### src/rtl/kbd_pkg.sv
// ============================================================================
// Module   : kbd_pkg
// Summary  : Shared scan-code constants, FSM state, event record, ASCII lookup.
// Revision : 1.0 - initial release
// ============================================================================
`default_nettype none

package kbd_pkg;

    localparam logic [7:0] SC_EXT = 8'hE0;
    localparam logic [7:0] SC_BRK = 8'hF0;

    typedef enum logic [1:0] {
        IDLE   = 2'd0,
        POP    = 2'd1,
        DECODE = 2'd2
    } kbd_state_t;

    typedef struct packed {
        logic [7:0] code;
        logic       ext;
        logic       brk;
        logic       rpt;
    } kbd_evt_t;

    // Scan-code set 2 letter keys; extended codes never map to ASCII.
    function automatic logic [7:0] scan_to_ascii(input logic [7:0] code, input logic ext);
        logic [7:0] a;
        a = 8'h00;
        if (!ext) begin
            case (code)
                8'h1C: a = 8'h41;  8'h32: a = 8'h42;  8'h21: a = 8'h43;
                8'h23: a = 8'h44;  8'h24: a = 8'h45;  8'h2B: a = 8'h46;
                8'h34: a = 8'h47;  8'h33: a = 8'h48;  8'h43: a = 8'h49;
                8'h3B: a = 8'h4A;  8'h42: a = 8'h4B;  8'h4B: a = 8'h4C;
                8'h3A: a = 8'h4D;  8'h31: a = 8'h4E;  8'h44: a = 8'h4F;
                8'h4D: a = 8'h50;  8'h15: a = 8'h51;  8'h2D: a = 8'h52;
                8'h1B: a = 8'h53;  8'h2C: a = 8'h54;  8'h3C: a = 8'h55;
                8'h2A: a = 8'h56;  8'h1D: a = 8'h57;  8'h22: a = 8'h58;
                8'h35: a = 8'h59;  8'h1A: a = 8'h5A;
                default: a = 8'h00;
            endcase
        end
        return a;
    endfunction

endpackage

`default_nettype wire

### src/rtl/kbd_evt_fifo.sv
// ============================================================================
// Module   : kbd_evt_fifo
// Summary  : Small synchronous FIFO of key events with full/empty/drop flags.
// Revision : 1.0 - initial release
// ============================================================================
`default_nettype none

module kbd_evt_fifo
    import kbd_pkg::*;
#(
    parameter int DEPTH = 4
) (
    input  logic     clk,
    input  logic     rst,
    input  logic     i_push,
    input  kbd_evt_t i_evt,
    input  logic     i_pop,
    output kbd_evt_t o_head,
    output logic     o_full,
    output logic     o_empty,
    output logic     o_drop
);

    localparam int AW = (DEPTH > 1) ? $clog2(DEPTH) : 1;

    kbd_evt_t        r_mem [DEPTH];
    logic [AW-1:0]   r_wr_ptr;
    logic [AW-1:0]   r_rd_ptr;
    logic [AW:0]     r_count;

    logic            w_do_push;
    logic            w_do_pop;

    assign o_full    = (r_count == (AW+1)'(DEPTH));
    assign o_empty   = (r_count == '0);
    // A full FIFO still accepts a write when the head leaves in the same cycle.
    assign w_do_pop  = i_pop && !o_empty;
    assign w_do_push = i_push && (!o_full || w_do_pop);
    assign o_drop    = i_push && !w_do_push;
    assign o_head    = r_mem[r_rd_ptr];

    always_ff @(posedge clk) begin
        if (rst) begin
            r_wr_ptr <= '0;
            r_rd_ptr <= '0;
            r_count  <= '0;
        end else begin
            if (w_do_push) begin
                r_wr_ptr <= (r_wr_ptr == AW'(DEPTH - 1)) ? '0 : r_wr_ptr + 1'b1;
            end
            if (w_do_pop) begin
                r_rd_ptr <= (r_rd_ptr == AW'(DEPTH - 1)) ? '0 : r_rd_ptr + 1'b1;
            end
            if (w_do_push && !w_do_pop) begin
                r_count <= r_count + 1'b1;
            end else if (!w_do_push && w_do_pop) begin
                r_count <= r_count - 1'b1;
            end
        end
    end

    always_ff @(posedge clk) begin
        if (w_do_push) begin
            r_mem[r_wr_ptr] <= i_evt;
        end
    end

endmodule

`default_nettype wire

### src/rtl/kbd_event_ctrl.sv
// ============================================================================
// Module   : kbd_event_ctrl
// Summary  : Turns raw PS/2 scan bytes into buffered make/break/repeat events.
// Revision : 1.0 - initial release
// ============================================================================
`default_nettype none

module kbd_event_ctrl
    import kbd_pkg::*;
(
    input  logic       clk,
    input  logic       rest,
    input  logic [7:0] ps2_data,
    input  logic       ps2_ready,
    input  logic       ps2_overflow,
    output logic       ps2_nextdata_n,
    output logic       evt_valid,
    input  logic       evt_ready,
    output logic [7:0] evt_code,
    output logic       evt_ext,
    output logic       evt_break,
    output logic       evt_repeat,
    output logic [7:0] evt_ascii,
    output logic [7:0] press_cnt,
    output logic       err_sticky
);

    kbd_state_t r_state;
    logic [7:0] r_byte;
    logic       r_ext;
    logic       r_brk;
    logic       r_held_valid;
    logic [7:0] r_held_code;
    logic       r_held_ext;
    logic       r_nextdata_n;
    logic [7:0] r_press_cnt;
    logic       r_err;

    logic       w_is_prefix;
    logic       w_held_match;
    logic       w_push;
    kbd_evt_t   w_evt;
    kbd_evt_t   w_head;
    logic       w_full;
    logic       w_empty;
    logic       w_drop;
    logic       w_pop;

    assign w_is_prefix  = (r_byte == SC_EXT) || (r_byte == SC_BRK);
    assign w_held_match = r_held_valid && (r_held_code == r_byte) && (r_held_ext == r_ext);
    assign w_push       = (r_state == DECODE) && !w_is_prefix;

    assign w_evt.code = r_byte;
    assign w_evt.ext  = r_ext;
    assign w_evt.brk  = r_brk;
    assign w_evt.rpt  = !r_brk && w_held_match;

    assign w_pop = evt_valid && evt_ready;

    kbd_evt_fifo #(
        .DEPTH (4)
    ) u_fifo (
        .clk     (clk),
        .rst     (rest),
        .i_push  (w_push),
        .i_evt   (w_evt),
        .i_pop   (w_pop),
        .o_head  (w_head),
        .o_full  (w_full),
        .o_empty (w_empty),
        .o_drop  (w_drop)
    );

    // The pop strobe is a register set on entry to POP, so it never depends
    // combinationally on the receiver inputs.
    always_ff @(posedge clk) begin
        if (rest) begin
            r_state      <= IDLE;
            r_byte       <= 8'h00;
            r_ext        <= 1'b0;
            r_brk        <= 1'b0;
            r_held_valid <= 1'b0;
            r_held_code  <= 8'h00;
            r_held_ext   <= 1'b0;
            r_nextdata_n <= 1'b1;
            r_press_cnt  <= 8'h00;
            r_err        <= 1'b0;
        end else begin
            if (ps2_overflow || w_drop) begin
                r_err <= 1'b1;
            end
            case (r_state)
                IDLE: begin
                    if (ps2_ready) begin
                        r_byte       <= ps2_data;
                        r_nextdata_n <= 1'b0;
                        r_state      <= POP;
                    end
                end
                POP: begin
                    r_nextdata_n <= 1'b1;
                    r_state      <= DECODE;
                end
                DECODE: begin
                    r_state <= IDLE;
                    if (r_byte == SC_EXT) begin
                        r_ext <= 1'b1;
                    end else if (r_byte == SC_BRK) begin
                        r_brk <= 1'b1;
                    end else begin
                        r_ext <= 1'b0;
                        r_brk <= 1'b0;
                        // Breaks count even if the FIFO drops the event.
                        if (r_brk) begin
                            r_press_cnt <= r_press_cnt + 8'd1;
                            if (w_held_match) begin
                                r_held_valid <= 1'b0;
                            end
                        end else begin
                            r_held_valid <= 1'b1;
                            r_held_code  <= r_byte;
                            r_held_ext   <= r_ext;
                        end
                    end
                end
                default: begin
                    r_state      <= IDLE;
                    r_nextdata_n <= 1'b1;
                end
            endcase
        end
    end

    assign ps2_nextdata_n = r_nextdata_n;
    assign press_cnt      = r_press_cnt;
    assign err_sticky     = r_err;

    assign evt_valid  = !w_empty;
    assign evt_code   = evt_valid ? w_head.code : 8'h00;
    assign evt_ext    = evt_valid && w_head.ext;
    assign evt_break  = evt_valid && w_head.brk;
    assign evt_repeat = evt_valid && w_head.rpt;
    assign evt_ascii  = evt_valid ? scan_to_ascii(w_head.code, w_head.ext) : 8'h00;

    logic w_unused;
    assign w_unused = w_full;

endmodule

`default_nettype wire

### config.mk
export PLATFORM = sky130hd
export DESIGN_NAME = kbd_event_ctrl
export DESIGN_NICKNAME = d
export VERILOG_FILES = /design/src/rtl/kbd_pkg.sv /design/src/rtl/kbd_evt_fifo.sv /design/src/rtl/kbd_event_ctrl.sv
export SDC_FILE = /design/constraint.sdc
export NUM_CORES = 1
export LEC_CHECK = 0
export CAP_MARGIN = 20
export CORE_MARGIN = 2
export CORE_UTILIZATION = 25
export CTS_BUF_LIST = sky130_fd_sc_hd__clkbuf_4 sky130_fd_sc_hd__clkbuf_8
export DETAILED_ROUTE_END_ITERATION = 10
export PLACE_DENSITY = 0.53
export SLEW_MARGIN = 20
export SYNTH_ARGS = -nofsm -noshare
export SYNTH_HDL_FRONTEND = slang
export SYNTH_SLANG_ARGS = --single-unit
### constraint.sdc
create_clock -name clk -period 3.6 [get_ports clk]
set_clock_uncertainty 0.1 [all_clocks]
set_input_delay 0.36 -clock clk [delete_from_list [all_inputs] [get_ports clk]]
set_output_delay 0.36 -clock clk [all_outputs]
set_load 0.02 [all_outputs]
==> results of run 1 <==
[worst paths after layout]
| path | end | from | slack, ns |
|---|---|---|---|
| hold / removal | r_state[1]$_SDFFE_PP0N_ | r_state[1]$_SDFFE_PP0N_ | 0.36 |
| hold reg to reg | r_state[1]$_SDFFE_PP0N_ | r_state[1]$_SDFFE_PP0N_ | 0.36 |
| setup reg to reg | u_fifo.r_count[2]$_SDFFE_PP0P_ | r_byte[1]$_SDFFE_PP0P_ | 0.70 |
| setup / recovery | evt_ascii[3] | flip-flop | 0.25 |
[power by group through the flow]
stage                     registers (mW)  clock network [mW]  logic (mW)
after floorplan                     1.12                   0       0.815
after global placement              1.14                   0        1.25
after detailed placement            1.14                   0        1.25
after CTS                           1.12               0.675        1.26
after global routing                1.13               0.718        1.38
final                               1.12               0.659        1.26
[stage by stage]
stage | util | total power [mW]
after floorplan | - | 1.94
after global placement | 0.299 | 2.39
after detailed placement | 0.299 | 2.39
after CTS | 0.312 | 3.06
after global routing | 0.312 | 3.23
final | 0.312 | 3.04
[critical path, cell delays in order (launching register included)]
cell	delay, ns
dfxtp_2	0.38
buf_6	0.17
mux4_2	0.56
buf_4	0.20
buf_4	0.16
and3b_1	0.21
a21oi_1	0.04
o31a_1	0.24
a211oi_1	0.35
clkbuf_2	0.24
[cell families after synthesis]
family | after synthesis | share of synthesized area
AND/OR/NAND/NOR | 107 | 0.126
flip-flops | 85 | 0.524
AO/OA/AOI/OAI | 54 | 0.0916
multiplexers | 43 | 0.135
buffers and inverters | 34 | 0.0404
XOR/XNOR | 16 | 0.0343
adder cells (fa/ha/maj) | 15 | 0.0478
other | 1 | 0.000918
[repair_timing]
action                     in CTS  in global routing
buffers inserted                2                  0
hold buffers                    0                  0
gates resized for setup         8                  9
hold endpoints to repair        0                  0
setup endpoints to repair       6                  3
[registers in the layout (all words and copies together), names as in the netlist, named ones only]
register         count
u_fifo.r_mem        44
press_cnt            8
r_byte               8
r_held_code          8
u_fifo.r_count       3
r_state              2
u_fifo.r_rd_ptr      2
u_fifo.r_wr_ptr      2
err_sticky           1
ps2_nextdata_n       1
r_brk                1
r_ext                1
r_held_ext           1
r_held_valid         1
[layout by cell type, fill, tap and decap left out, types with 4 or more instances in the layout]
cell type / synthesis / layout
mux4_2: 9 / 9
xnor2_1: 5 / 5
mux2i_1: 30 / 29
o21ai_0: 6 / 6
nand2_1: 16 / 16
buf_4: 2 / 15
and2_1: 8 / 8
nor2_1: 48 / 48
dfxtp_1: 41 / 40
ha_1: 14 / 14
clkbuf_8: 0 / 9
a211oi_1: 4 / 4
nor4_1: 4 / 4
inv_2: 5 / 5
nand2b_1: 4 / 4
xor2_1: 11 / 11
inv_1: 9 / 9
nor3_1: 7 / 7
a21oi_1: 15 / 15
edfxtp_1: 44 / 44
dlygate4sd2_1: 0 / 4
clkdlybuf4s50_1: 0 / 34
[final cells by class]
type                            count  area [µm²]
Fill cell                        1645       11000
Sequential cell                    85        2140
Multi-Input combinational cell    237        1800
Clock buffer                       12         146
Timing Repair Buffer               56         509
Inverter                           16        60.1
Tap cell                          216         270
Clock inverter                      4        50.0
[layer usage]
metal	GRT usage	vias to the layer above
met5	0	-
li1	-	1384
met1	0.135	1365
met2	0.172	63
met3	0.0181	13
met4	0.0399	0
==> out/results.txt, run 1 <==
Met2 WL post-DR: 4.27 mm
Clock root buffer: clkbuf_8
Net Switching: 1.07 mW
WP data required: 3.14 ns
Synthesis Warnings: 0
Max Fanout on Critical Path: 8
P&R area growth vs syn: 21.8%
Register share of total power: 0.369
Synth top area share: 0.323
Drt pass-1 iters: 4
Die span in x: 132 µm
Routed met1 length: 4.20 mm
Uppermost layer routed: met4
Total Routed Length: 8.89 mm
# IOs: 43
Inst Count DP: 608
# rows: 46
FF-to-FF path depth: 10
Syn Inst Count: 355
Maximum clock frequency: 0.299 GHz
Slew @ Worst Pin: 0.934 ns
Largest net degree at the start of global routing: 27
Worst Setup Start Kind: flip-flop
Seq/Total Area, Yosys: 0.524
Design Area, Final: 4980 µm²
TritonCTS clock tree: yes
DRC: 0
Post-DR wirelength/cell: 14.2 µm
Placed inst area: 4760 µm²
Distinct cells, synth: 61
Status: complete, no violations
# diodes: 0
Setup-failing EPs final: 0
VDD IR max: 0.000338 V
Detailed Place HPWL: 6.49 mm
Total global routing overflow: 0
Rel. slew slack: 0.376
Hold Path Class: flip-flop to flip-flop
RePlAce Congestion: 0.774
Setup repair after global routing missed its margin: no
Fin worst setup slack: 0.254 ns
Via count: 2825
#FFs+latches synth: 85
First-pass GRT wire length: 14.4 mm
Cell with the most instances after synthesis: nor2_1
Clock Power Share: 0.217
Post-synth EDFFs: 44
Total die area: 17400 µm²
Detailed-route vias per instance: 4.51
Final min period: 3.35 ns
Worst skew pair latency: 0.34 ns
Hold WS: 0.360 ns
Final TNS setup: 0 ns
Final slew viol count: 0
Post-route ant nets: 0
Leakage power: 1.77 nW
Initial Util: 0.256
Die height: 132 µm
Final Non-Filler Cells: 626
Antenna violations before repair: 0
Detailed route wirelength on metal3: 268 µm
Post-place setup slack: 0.112 ns
Mean Syn Cell Area: 11.5 µm²
Post-synth top flop: edfxtp_1
Clock Sinks: 85
Post-synth ARST share: 0
CTS clk-pin slew, worst paths: 0.08 ns
Pint: 1.97 mW
Comb power frac: 0.415
Final #Nets: 433
Synthesized cell area: 4090 µm²
Max-cap violations: 0
Sw Ratio: 0.353
Num CTS Buffers: 9
Core Box Area: 15900 µm²
Vias in the first global route: 2829
Post-synth top area cell: edfxtp_1
CTS H-tree depth: 3
CTS Buffer Depth: 2
Total Routing Usage GR: 0.103
Most instantiated cells after synthesis: 48 x nor2_1, 44 x edfxtp_1, 41 x dfxtp_1
Synth top area cells: edfxtp_1 32%, dfxtp_1 20%, mux2i_1 7.3%
Kind of end point of the critical path: primary output
Worst path arrival time: 2.89 ns
Initial detailed-routing violation count: 187
Hold depth: 1
Fin. Hold Viols: 0
Period utilization: 0.929
IO Port Bufs: 40
Cell Pwr Density: 611 nW/µm²
Crit Path Class: flip-flop to primary output
Share of layout cells above drive strength 1: 0.146
(Power assumes the default switching activity.)
==> run 2: changes to the inputs <==
- ABC_CLOCK_PERIOD_IN_PS: unset -> 3600
==> results of run 2 <==
No change in the layout: final DEF, timing and power equal those of run 1.
